### src/rtl/pipe_stage_skid.sv
`timescale 1ns/1ps
`default_nettype none
// ---------------------------------------------------------------------------
// Module  : pipe_stage_skid
// Brief   : Elastic CPU pipeline-stage register with optional 2-entry skid.
// Revision: 1.0 - initial release
// ---------------------------------------------------------------------------
module pipe_stage_skid #(
  parameter int DATA_W = 96,
  parameter int CTRL_W = 8,
  parameter int SKID   = 1
) (
  input  logic              clk_i,
  input  logic              rst_i,
  input  logic              in_valid_i,
  output logic              in_ready_o,
  input  logic [DATA_W-1:0] in_data_i,
  input  logic [CTRL_W-1:0] in_ctrl_i,
  input  logic              stall_i,
  input  logic              flush_i,
  output logic              out_valid_o,
  input  logic              out_ready_i,
  output logic [DATA_W-1:0] out_data_o,
  output logic [CTRL_W-1:0] out_ctrl_o,
  output logic [1:0]        occupancy_o
);

  typedef enum logic [1:0] {
    ST_EMPTY = 2'd0,
    ST_FULL  = 2'd1,
    ST_SKID  = 2'd2
  } state_t;

  state_t              r_state;
  state_t              w_state_nxt;
  logic [DATA_W-1:0]   r_main_data;
  logic [CTRL_W-1:0]   r_main_ctrl;
  logic [DATA_W-1:0]   r_skid_data;
  logic [CTRL_W-1:0]   r_skid_ctrl;
  logic                w_out_valid;
  logic                w_out_fire;
  logic                w_in_fire;
  logic                w_load_main_in;
  logic                w_load_main_skid;
  logic                w_load_skid;

  assign w_out_valid = (r_state != ST_EMPTY);
  assign w_out_fire  = w_out_valid & out_ready_i & ~stall_i;
  assign w_in_fire   = in_valid_i & in_ready_o;

  generate
    if (SKID != 0) begin : g_skid
      // Ready depends only on the state register, cutting the upstream ready path.
      assign in_ready_o = (r_state != ST_SKID);
    end else begin : g_no_skid
      assign in_ready_o = ~w_out_valid | (out_ready_i & ~stall_i);
    end
  endgenerate

  always_comb begin
    w_state_nxt      = r_state;
    w_load_main_in   = 1'b0;
    w_load_main_skid = 1'b0;
    w_load_skid      = 1'b0;
    case (r_state)
      ST_EMPTY: begin
        if (w_in_fire) begin
          w_state_nxt    = ST_FULL;
          w_load_main_in = 1'b1;
        end
      end
      ST_FULL: begin
        if (w_in_fire && w_out_fire) begin
          w_load_main_in = 1'b1;
        end else if (w_in_fire && (SKID != 0)) begin
          w_state_nxt = ST_SKID;
          w_load_skid = 1'b1;
        end else if (w_out_fire) begin
          w_state_nxt = ST_EMPTY;
        end
      end
      ST_SKID: begin
        if (w_out_fire) begin
          w_state_nxt      = ST_FULL;
          w_load_main_skid = 1'b1;
        end
      end
      default: w_state_nxt = ST_EMPTY;
    endcase
    // Flush discards everything, including a same-cycle acceptance.
    if (flush_i) begin
      w_state_nxt      = ST_EMPTY;
      w_load_main_in   = 1'b0;
      w_load_main_skid = 1'b0;
      w_load_skid      = 1'b0;
    end
  end

  always_ff @(posedge clk_i or negedge rst_i) begin
    if (!rst_i) begin
      r_state     <= ST_EMPTY;
      r_main_data <= '0;
      r_main_ctrl <= '0;
      r_skid_data <= '0;
      r_skid_ctrl <= '0;
    end else begin
      r_state <= w_state_nxt;
      if (w_load_main_in) begin
        r_main_data <= in_data_i;
        r_main_ctrl <= in_ctrl_i;
      end else if (w_load_main_skid) begin
        r_main_data <= r_skid_data;
        r_main_ctrl <= r_skid_ctrl;
      end else if (flush_i) begin
        r_main_ctrl <= '0;
      end
      if (w_load_skid) begin
        r_skid_data <= in_data_i;
        r_skid_ctrl <= in_ctrl_i;
      end else if (w_load_main_skid || flush_i) begin
        r_skid_data <= '0;
        r_skid_ctrl <= '0;
      end
    end
  end

  assign out_valid_o = w_out_valid;
  assign out_data_o  = r_main_data;
  // Empty slots present a zero control bundle so they never commit side effects.
  assign out_ctrl_o  = w_out_valid ? r_main_ctrl : '0;

  always_comb begin
    occupancy_o = 2'd0;
    case (r_state)
      ST_FULL: occupancy_o = 2'd1;
      ST_SKID: occupancy_o = 2'd2;
      default: occupancy_o = 2'd0;
    endcase
  end

endmodule
`default_nettype wire

### config.mk
export PLATFORM = sky130hd
export DESIGN_NAME = pipe_stage_skid
export DESIGN_NICKNAME = d
export VERILOG_FILES = /design/src/rtl/pipe_stage_skid.sv
export SDC_FILE = /design/constraint.sdc
export NUM_CORES = 1
export LEC_CHECK = 0
export CORE_MARGIN = 2
export CORE_UTILIZATION = 28
export DETAILED_ROUTE_END_ITERATION = 12
export PLACE_DENSITY = 0.55
export SLEW_MARGIN = 25
export SYNTH_ARGS = -nofsm -noshare
export SYNTH_HDL_FRONTEND = slang
export SYNTH_SLANG_ARGS = --single-unit
### constraint.sdc
create_clock -name clk_i -period 3.8 [get_ports clk_i]
set_input_delay 1.14 -clock clk_i [delete_from_list [all_inputs] [get_ports clk_i]]
set_output_delay 1.14 -clock clk_i [all_outputs]
set_load 0.01 [all_outputs]
==> results.md, run 1 <==
* Status: completed
* Mean Syn Cell Area at around 11 um^2
* Synthesized instance count at 842
* Slew Limit Headroom at a little over two fifths
* Setup violations, final at 0
* Total CTS buffers at 25
* Clk_lat worst skew at between 0.5 and 0.6 ns
* Die H at about 180 um
* Layout Cells excl Fill at between 1,000 and 1,500
* Min cycle time layout at between 3 and 4 ns
* Vias in the first global route at slightly above 7,000
* Max_cap viols at 0
* Die area at around 33,000 um^2
* Hold Path Stages at 1
* Seq/Total Area, Yosys at roughly three fifths
* Total track usage at approximately 16%
* I/O pin total at about 220
* RSZ-0062 raised after global routing: false
* CTS resizes at 0
* Worst-margin pin slew at approximately 0.87 ns
* Crit-path max FO at 10
* Starting Density at between 20% and 30%
* Vias at slightly above 7,000
* CTS sink count at 210
* Setup TNS at 0 ns
* Final nets at about 1,100
* Synth Warn # at 0
* Final Hold Fails at 0
* CP Class: reg -> out
* CORE AREA at between 30,000 and 40,000 um^2
* F_max at approximately 300 MHz
* Drt initial violations at approximately 380
* Sequential cell area at 5260 um^2
* Via-to-Cell Ratio at around 5.0
* Worst vdd ir at between 0.2 and 0.3 mV
* Syn nets at around 950
* CTS tree: done
* Number of fill cells at 3,082
* First-pass GRT wire length at roughly 42 mm
* Max-slew violation count at 0
* Residual DRC at 0
* CP startpoint kind: flop
* Hold path startpoint: r_main_ctrl[4]
* R2r setup slk at 1.66 ns
* Setup crit start: r_state[0]
* Buffers on Ports at about 220
* CTS Buffer Depth at 3
* Power Dens Cells at just under 500 nW/um^2
* Clk slew on worst S/H paths at 0.06 ns
* Layout Skew at 0.0107 ns
* Final Cycle Share at between 80 and 90%
* Required @ worst endpoint at around 2.7 ns
* Crit path capture type: output port
* Commonest cells after routing, fill and taps aside: clkdlybuf4s50_1, dfrtp_1, a21oi_1
* Final wirelength at 26.8 mm
* Commonest non-fill, non-tap cell in the layout: clkdlybuf4s50_1
* Largest net degree at the start of global routing at 105
* Wire per inst at between 15 and 20 um
* Row cnt at 65
* Dpl cells at around 1,400
* Crit path DAT at ~2.2 ns
* Hold endpoint: r_main_ctrl[4]
* GRT overflow at 0
* Yosys reg bits at 210
* Yosys cell types at 22
* # hold bufs at CTS at 0
* Antenna Nets Post-Route at 0
* Layout area overhead at 38.2%
* GP Congestion at roughly 0.71
* Reg-to-Reg Start: r_state[0]
* Die width at between 150 and 200 um
* Multi-input logic area at around 3400 um^2
* Initial antenna violation count at 2
* Post-CTS Repair Setup Buffers at 0
* H-tree depth at 1
* Worst Reg-to-Reg Cells at 5
* Detailed placement HPWL at around 15 mm
* Mapped cell area at approximately 9000 um^2
* Leakage Power at 5.71 nW
* Pre-Repair DR Iteration Count at 4
* Crit Reg-Reg Endpoint: out_data_o[51]
* Share of cells above drive strength 1 at 5.89%
* Type of the most critical hold path: reg -> reg
* CTS root buf: clkbuf_16
-- cell type report --
class | instances | share of cell area (%)
clock buffers | 37 | 6.01
diodes | 1 | 0.0203
clock inverters | 4 | 0.365
repair buffers | 233 | 19.5
well taps | 402 | 4.08
inverters | 2 | 0.0609
flip-flops and latches | 210 | 42.6
multi-input cells | 550 | 27.3
-- power by group --
group	internal, mW	switching, mW	total, mW
sequential	2.48	0.155	2.63
combinational	0.647	0.492	1.14
clock	1.40	0.922	2.32
total	4.52	1.57	6.09
-- synthesized netlist by cell type --
cell type    n  area share, %
inv_1        2          0.084
nor2_1       1          0.042
dfrtp_1    210             59
nor3_1       1          0.056
buf_1       11           0.46
a211oi_2     1           0.14
nand3b_1     2           0.17
clkbuf_1    39            1.6
a21o_1     104            8.7
a22o_1     104             10
and3_1       1          0.070
a21oi_1    107            6.0
o21ba_2      1           0.11
nand2_1    105            4.4
nor2b_1     11           0.77
nand4bb_1    1           0.13
nand3_1    105            5.9
nand2b_1     3           0.21
nor2_2       1          0.070
buf_2       30            1.7
a211oi_1     1          0.084
nor2_4       1           0.13
-- routing by layer --
| metal | share of wire (%) | routed length, um | GRT usage (%) |
|---|---|---|---|
| met5 | 0.041 | 11 | 0 |
| met4 | 1.6 | 429 | 3.42 |
| met3 | 6.8 | 1820 | 3.69 |
| met2 | 45 | 12100 | 24.3 |
| met1 | 47 | 12500 | 22.1 |
-- sequential cells by signal, indices dropped and copies added (netlist names) --
register and count:
out_data_o 96, r_skid_data 96, r_main_ctrl 8, r_skid_ctrl 8, r_state 2
-- worst max-delay path: stages (launching register included) --
cell and delay (ns):
dfrtp_1 0.59, nor2_1 0.09, buf_4 0.19, nor2b_1 0.22, clkdlybuf4s50_1 0.58
-- cells by family after synthesis --
group                  after synthesis  share of synthesized area (%)
AOI/OAI and AO/OA                  318                           25.3
buffers and inverters               82                           3.87
DFF                                210                           58.9
and+or+nand+nor                    232                           11.9
-- per-stage QoR --
step / utilization [%] / cell area, um^2 / power [mW] / worst slack (ns) / hold WS [ns]
2_1_floorplan: - / 8920 / 3.08 / 1.41 / 0.441
3_3_place_gp: 36.7 / 11500 / 3.82 / 0.519 / 0.452
3_5_place_dp: 36.7 / 11500 / 3.83 / 0.469 / 0.457
4_1_cts: 39.2 / 12300 / 6.18 / 0.443 / 0.470
5_1_grt: 39.2 / 12300 / 6.37 / 0.381 / 0.483
6_report: 39.2 / 12300 / 6.09 / 0.482 / 0.466
-- worst max path at each step --
stage / slack (ns) / end / cells past startpoint
floorplan: 1.41 / out_data_o[19] / 6
global placement: 0.52 / out_data_o[53] / 6
detailed placement: 0.47 / out_data_o[55] / 6
CTS: 0.44 / out_ctrl_o[7] / 4
global route: 0.38 / out_ctrl_o[1] / 4
finish: 0.48 / out_ctrl_o[7] / 4
Power figures use the tool's default switching activity.
==> run 2, diff against run 1 <==
GPL_ROUTABILITY_DRIVEN = 0   (was not set)
PLACE_DENSITY = 0.48   (was 0.55)
==> run 2 against run 1 <==
Routed wire length rose by 2.8%. Power fell by 0.24%. Setup slack improved by 0.030 ns. Critical path type unchanged. Largest cell class unchanged. Sequential power barely moved.
==> results.md, run 2 (synthesis results as in run 1) <==
* Antenna Nets Post-Route at 0 (unchanged)
* Clk slew on worst S/H paths at 0.06 ns (about the same)
* Die H at 183 um (unchanged)
* Type of the most critical hold path: reg -> reg
* Via-to-Cell Ratio at 4.99 (-0.12%)
* Share of cells above drive strength 1 at 6.14% (+0.25 points)
* Row cnt at 65 (unchanged)
* Required @ worst endpoint at 2.66 ns (about the same)
* Crit Reg-Reg Endpoint: r_skid_data[60]
* Clk_lat worst skew at 0.51 ns (about the same)
* Total CTS buffers at 25 (unchanged)
* GRT overflow at 0 (unchanged)
* Status: completed
* Setup crit start: r_state[0]
* CP Class: reg -> out
* Setup TNS at 0 ns (unchanged)
* Max_cap viols at 0 (unchanged)
* Hold path startpoint: r_main_ctrl[0]
* Worst vdd ir at 0.279 mV (+9.2%)
* Max-slew violation count at 0 (unchanged)
* Final Hold Fails at 0 (unchanged)
* Initial antenna violation count at 1 (-1)
* R2r setup slk at 1.79 ns (+0.13 ns)
* Pre-Repair DR Iteration Count at 4 (unchanged)
* Post-CTS Repair Setup Buffers at 0 (unchanged)
* Setup violations, final at 0 (unchanged)
* Vias in the first global route at 7,413 (+4.6%)
* PnR Total Power at 6.08 mW (-0.24%)
* Layout area overhead at 38.6%
* CORE AREA at 31,500 um^2 (unchanged)
* F_max at 304 MHz (+0.91%)
* CTS tree: done
* Final Cycle Share at 86.5% (-0.79 points)
* Commonest non-fill, non-tap cell in the layout: clkdlybuf4s50_1
* # hold bufs at CTS at 0 (unchanged)
* Final wirelength at 27.6 mm (+2.8%)
* Crit path capture type: output port
* Final nets at 1,135 (+0.27%)
* Leakage Power at 5.73 nW (+0.28%)
* Min cycle time layout at 3.29 ns (-0.0298 ns)
* Setup crit end: out_ctrl_o[3]
* Slew Limit Headroom at 48.9% (+6.9 points)
* Power Dens Cells at 491 nW/um^2 (-0.55%)
* First-pass GRT wire length at 44.0 mm (+5.7%)
* Min setup slack post-route at 0.512 ns (+0.0298 ns)
* CTS root buf: clkbuf_16
* Worst-margin pin slew at 0.767 ns (-0.101 ns)
* Hold WS at 0.470 ns (+0.00479 ns)
* Die area at 33,300 um^2 (unchanged)
* CTS resizes at 0 (unchanged)
* Dpl cells at 1,400 (+0.21%)
* Detailed placement HPWL at 16.1 mm (+4.6%)
* Wire per inst at 19.1 um (+2.3%)
* Buffers on Ports at 217 (unchanged)
* Drt initial violations at 440 (+16%)
* CTS sink count at 210 (unchanged)
* Commonest cells after routing, fill and taps aside: clkdlybuf4s50_1, dfrtp_1, a21oi_1
* Die width at 183 um (unchanged)
* Starting Density at 28.4% (unchanged)
* RSZ-0062 raised after global routing: false
* Crit-path max FO at 10 (unchanged)
* Worst Reg-to-Reg Cells at 5 (unchanged)
* Vias at 7,214 (+0.29%)
* Largest net degree at the start of global routing at 105 (unchanged)
* CTS Buffer Depth at 3 (unchanged)
* H-tree depth at 1 (unchanged)
* Layout Skew at 0.00561 ns (-0.00511 ns)
* Number of fill cells at 3,074 (-0.26%)
* Reg-to-Reg Start: r_state[1]
* CP startpoint kind: flop
* Total track usage at 16.5% (+0.88 points)
* I/O pin total at 218 (unchanged)
* Layout Cells excl Fill at 1,445 (+0.42%)
* Place WS at 0.601 ns (+0.132 ns)
* Crit path DAT at 2.15 ns (-0.03 ns)
* Residual DRC at 0 (unchanged)
-- run 2: cell count changes in the layout (fill, tap and decap cells not counted) --
cell and change:
buf_12 +1, clkbuf_1 +3, clkinv_2 -1, bufinv_16 -1, clkbuf_8 +2, buf_4 +2
-- run 2: worst min path at each step --
| stage | endpoint | slack, ns | cells past startpoint |
|---|---|---|---|
| global route | out_data_o[14] | 0.49 | 1 |
| detailed placement | r_main_ctrl[0] | 0.46 | 1 |
| global placement | r_main_ctrl[7] | 0.45 | 1 |
| floorplan | r_main_ctrl[6] | 0.44 | 1 |
| finish | r_main_ctrl[0] | 0.47 | 1 |
| CTS | r_main_ctrl[0] | 0.47 | 1 |
-- run 2: per-layer routing --
metal,GRT usage (%),vias to the layer above,part of all wire (%)
met2,25.5,203,45
met5,0,-,0
li1,-,3391,-
met3,3.81,34,6.4
met1,23.4,3586,46
met4,3.84,0,2.0
-- run 2: stage by stage --
stage	utilization, %	area (um^2)
after detailed placement	36.8	11600
after global placement	36.8	11600
after global routing	39.3	12400
after floorplan	-	8920
after CTS	39.3	12400
final	39.3	12400
-- run 2: worst max-delay path: stages (launching register included) --
cell and delay (ns):
dfrtp_1 0.60, nor2_1 0.10, buf_4 0.19, nor2b_1 0.17
clkdlybuf4s50_1 0.58
-- run 2: cell type report --
class	instances	area, um^2	area share [%]
clock buffer	42	779	6.30
clock inverter	2	10.0	0.0809
multi-input combinational	550	3370	27.2
sequential	210	5260	42.5
inverter	2	7.51	0.0607
timing repair buffer	236	2440	19.7
antenna	1	2.50	0.0202
tap	402	503	4.07
-- run 2: where the power goes --
group | internal [mW] | switching [mW] | total, mW
clock | 1.38 | 0.921 | 2.30
combinational | 0.650 | 0.494 | 1.14
sequential | 2.48 | 0.154 | 2.63
==> run 3, diff against run 2 <==
CORE_MARGIN = not set   (was 2)
==> run 3 against run 2 <==
Global-route usage hardly changed. Routed wire length is 2.1% lower. Worst hold slack worse by 0.0057 ns. Design area is 0.13% higher. Largest cell class unchanged.
==> results.md, run 3 (synthesis results as in run 1) <==
* CP startpoint kind: flop
* Power Dens Cells at 499 nW/um^2 (+1.5%)
* Dpl cells at 1,398 (-0.14%)
* CP Class: reg -> out
* Wire per inst at 18.7 um (-1.8%)
* F_max at 294 MHz (-3.4%)
* Vias in the first global route at 7,297 (-1.6%)
* Worst vdd ir at 0.286 mV (+2.6%)
* Total CTS buffers at 25 (unchanged)
* Antenna Nets Post-Route at 0 (unchanged)
* CTS Buffer Depth at 3 (unchanged)
* Leakage Power at 5.74 nW (+0.29%)
* Post-CTS Repair Setup Buffers at 0 (unchanged)
* Row cnt at 65 (unchanged)
* Commonest cells after routing, fill and taps aside: clkdlybuf4s50_1, dfrtp_1, a21oi_1
* PnR Total Power at 6.18 mW (+1.6%)
* Crit path DAT at 2.26 ns (+0.11 ns)
* CTS resizes at 0 (unchanged)
* Layout Cells excl Fill at 1,441 (-0.28%)
* Total track usage at 16.4% (-0.047 points)
* Buffers on Ports at 217 (unchanged)
* I/O pin total at 218 (unchanged)
* CTS tree: done
* Initial antenna violation count at 1 (unchanged)
* Max-slew violation count at 0 (unchanged)
* Worst-margin pin slew at 0.636 ns (-0.130 ns)
* Largest net degree at the start of global routing at 105 (unchanged)
* Residual DRC at 0 (unchanged)
* Vias at 7,249 (+0.49%)
* Design area at 12,400 um^2 (+0.13%)
* Min cycle time layout at 3.40 ns (+0.114 ns)
* Placed cell area at 11,600 um^2 (-0.13%)
* RSZ-0062 raised after global routing: false
* Setup violations, final at 0 (unchanged)
* Top Family by Delay on Critical Path: buffers and inverters
* Crit-path slowest cell: dfrtp_1
* Starting Density at 28.4% (unchanged)
* Pre-Repair DR Iteration Count at 6 (+2)
* Layout area overhead at 38.8%
* Status: completed
* CTS root buf: clkbuf_16
* Final wirelength at 27.0 mm (-2.1%)
* CORE AREA at 31,500 um^2 (unchanged)
* H-tree depth at 1 (unchanged)
* CTS sink count at 210 (unchanged)
* Util after Layout at 39.4% (+0.052 points)
* Final Hold Fails at 0 (unchanged)
* # hold bufs at CTS at 0 (unchanged)
* Clk_lat worst skew at 0.52 ns (about the same)
* Required @ worst endpoint at 2.66 ns (about the same)
* Setup TNS at 0 ns (unchanged)
* WP buf/inv at 2 (unchanged)
* Layout Skew at 0.0102 ns (+0.00457 ns)
* Final Cycle Share at 89.5% (+3.0 points)
* Critical-path cell list: nor2_1, buf_4, nor2b_1, clkdlybuf4s50_1
* Max_cap viols at 0 (unchanged)
* Clk slew on worst S/H paths at 0.06 ns (about the same)
* Via-to-Cell Ratio at 5.03 (+0.76%)
* CP peak stage delay at 0.59 ns (about the same)
* Type of the most critical hold path: reg -> reg
* Crit path capture type: output port
* Crit-path max FO at 10 (unchanged)
* Final nets at 1,133 (-0.18%)
* Diode count at 0 (-1)
* Number of fill cells at 3,075 (+0.033%)
* Commonest non-fill, non-tap cell in the layout: clkdlybuf4s50_1
* Die width at 181 um (-1.1%)
* Die H at 181 um (-1.1%)
* Slew Limit Headroom at 57.5% (+8.6 points)
* Die area at 32,600 um^2 (-2.2%)
* First-pass GRT wire length at 42.9 mm (-2.4%)
* GRT overflow at 0 (unchanged)
* Share of cells above drive strength 1 at 6.35% (+0.21 points)
* R2r setup slk at 1.74 ns (-0.05 ns)
* Detailed placement HPWL at 15.4 mm (-4.1%)
* Drt initial violations at 476 (+8.2%)
## run 3: cell types whose count changed in the layout (fill, tap and decap cells not counted), sizes merged
cell,change
clkbuf,-7
buf,-2
bufinv,+2
diode,-1
clkinv,+4
## run 3: where the power goes
group | leakage, nW | switching, mW | total (mW) | internal [mW]
registers | 2.76 | 0.157 | 2.63 | 2.48
logic | 2.56 | 0.491 | 1.14 | 0.649
clock network | 0.414 | 0.934 | 2.40 | 1.47
total | 5.74 | 1.58 | 6.18 | 4.59
## run 3: final cells by class
| type | count | area, um^2 | share of cell area (%) |
|---|---|---|---|
| clock buffer | 35 | 733 | 5.92 |
| clock inverter | 8 | 90.1 | 0.727 |
| inverter | 2 | 7.51 | 0.0606 |
| multi-input combinational | 550 | 3370 | 27.2 |
| sequential | 210 | 5260 | 42.4 |
| tap | 402 | 503 | 4.06 |
| timing repair buffer | 234 | 2430 | 19.6 |
## run 3: metrics by stage
| step | worst slack [ns] | hold WS (ns) |
|---|---|---|
| after floorplan | 1.41 | 0.441 |
| after global placement | 0.543 | 0.453 |
| after detailed placement | 0.547 | 0.457 |
| after CTS | 0.281 | 0.470 |
| after global routing | 0.238 | 0.475 |
| final | 0.397 | 0.465 |
## run 3: worst paths after layout
check	endpoint	startpoint	cells after the start
worst max-delay path	out_ctrl_o[6]	r_state[0]	4
worst min-delay path	r_main_ctrl[1]	r_main_ctrl[1]	1
worst max register to register	r_skid_ctrl[3]	r_state[1]	5
worst min register to register	r_main_ctrl[1]	r_main_ctrl[1]	1
max in group asynchronous	r_skid_data[19]	rst_i	2
min in group asynchronous	r_skid_data[41]	rst_i	1
## run 3: routing by layer
metal  vias to the layer above  part of all wire, %  wire length [um]  GRT usage, %
met2                       212                   45             12200          25.8
met1                      3617                   47             12700          22.8
met3                        37                  5.9              1600          3.94
li1                       3381                    -                 -             -
met4                         2                  2.1               565          3.79
met5                         -                0.037                10             0
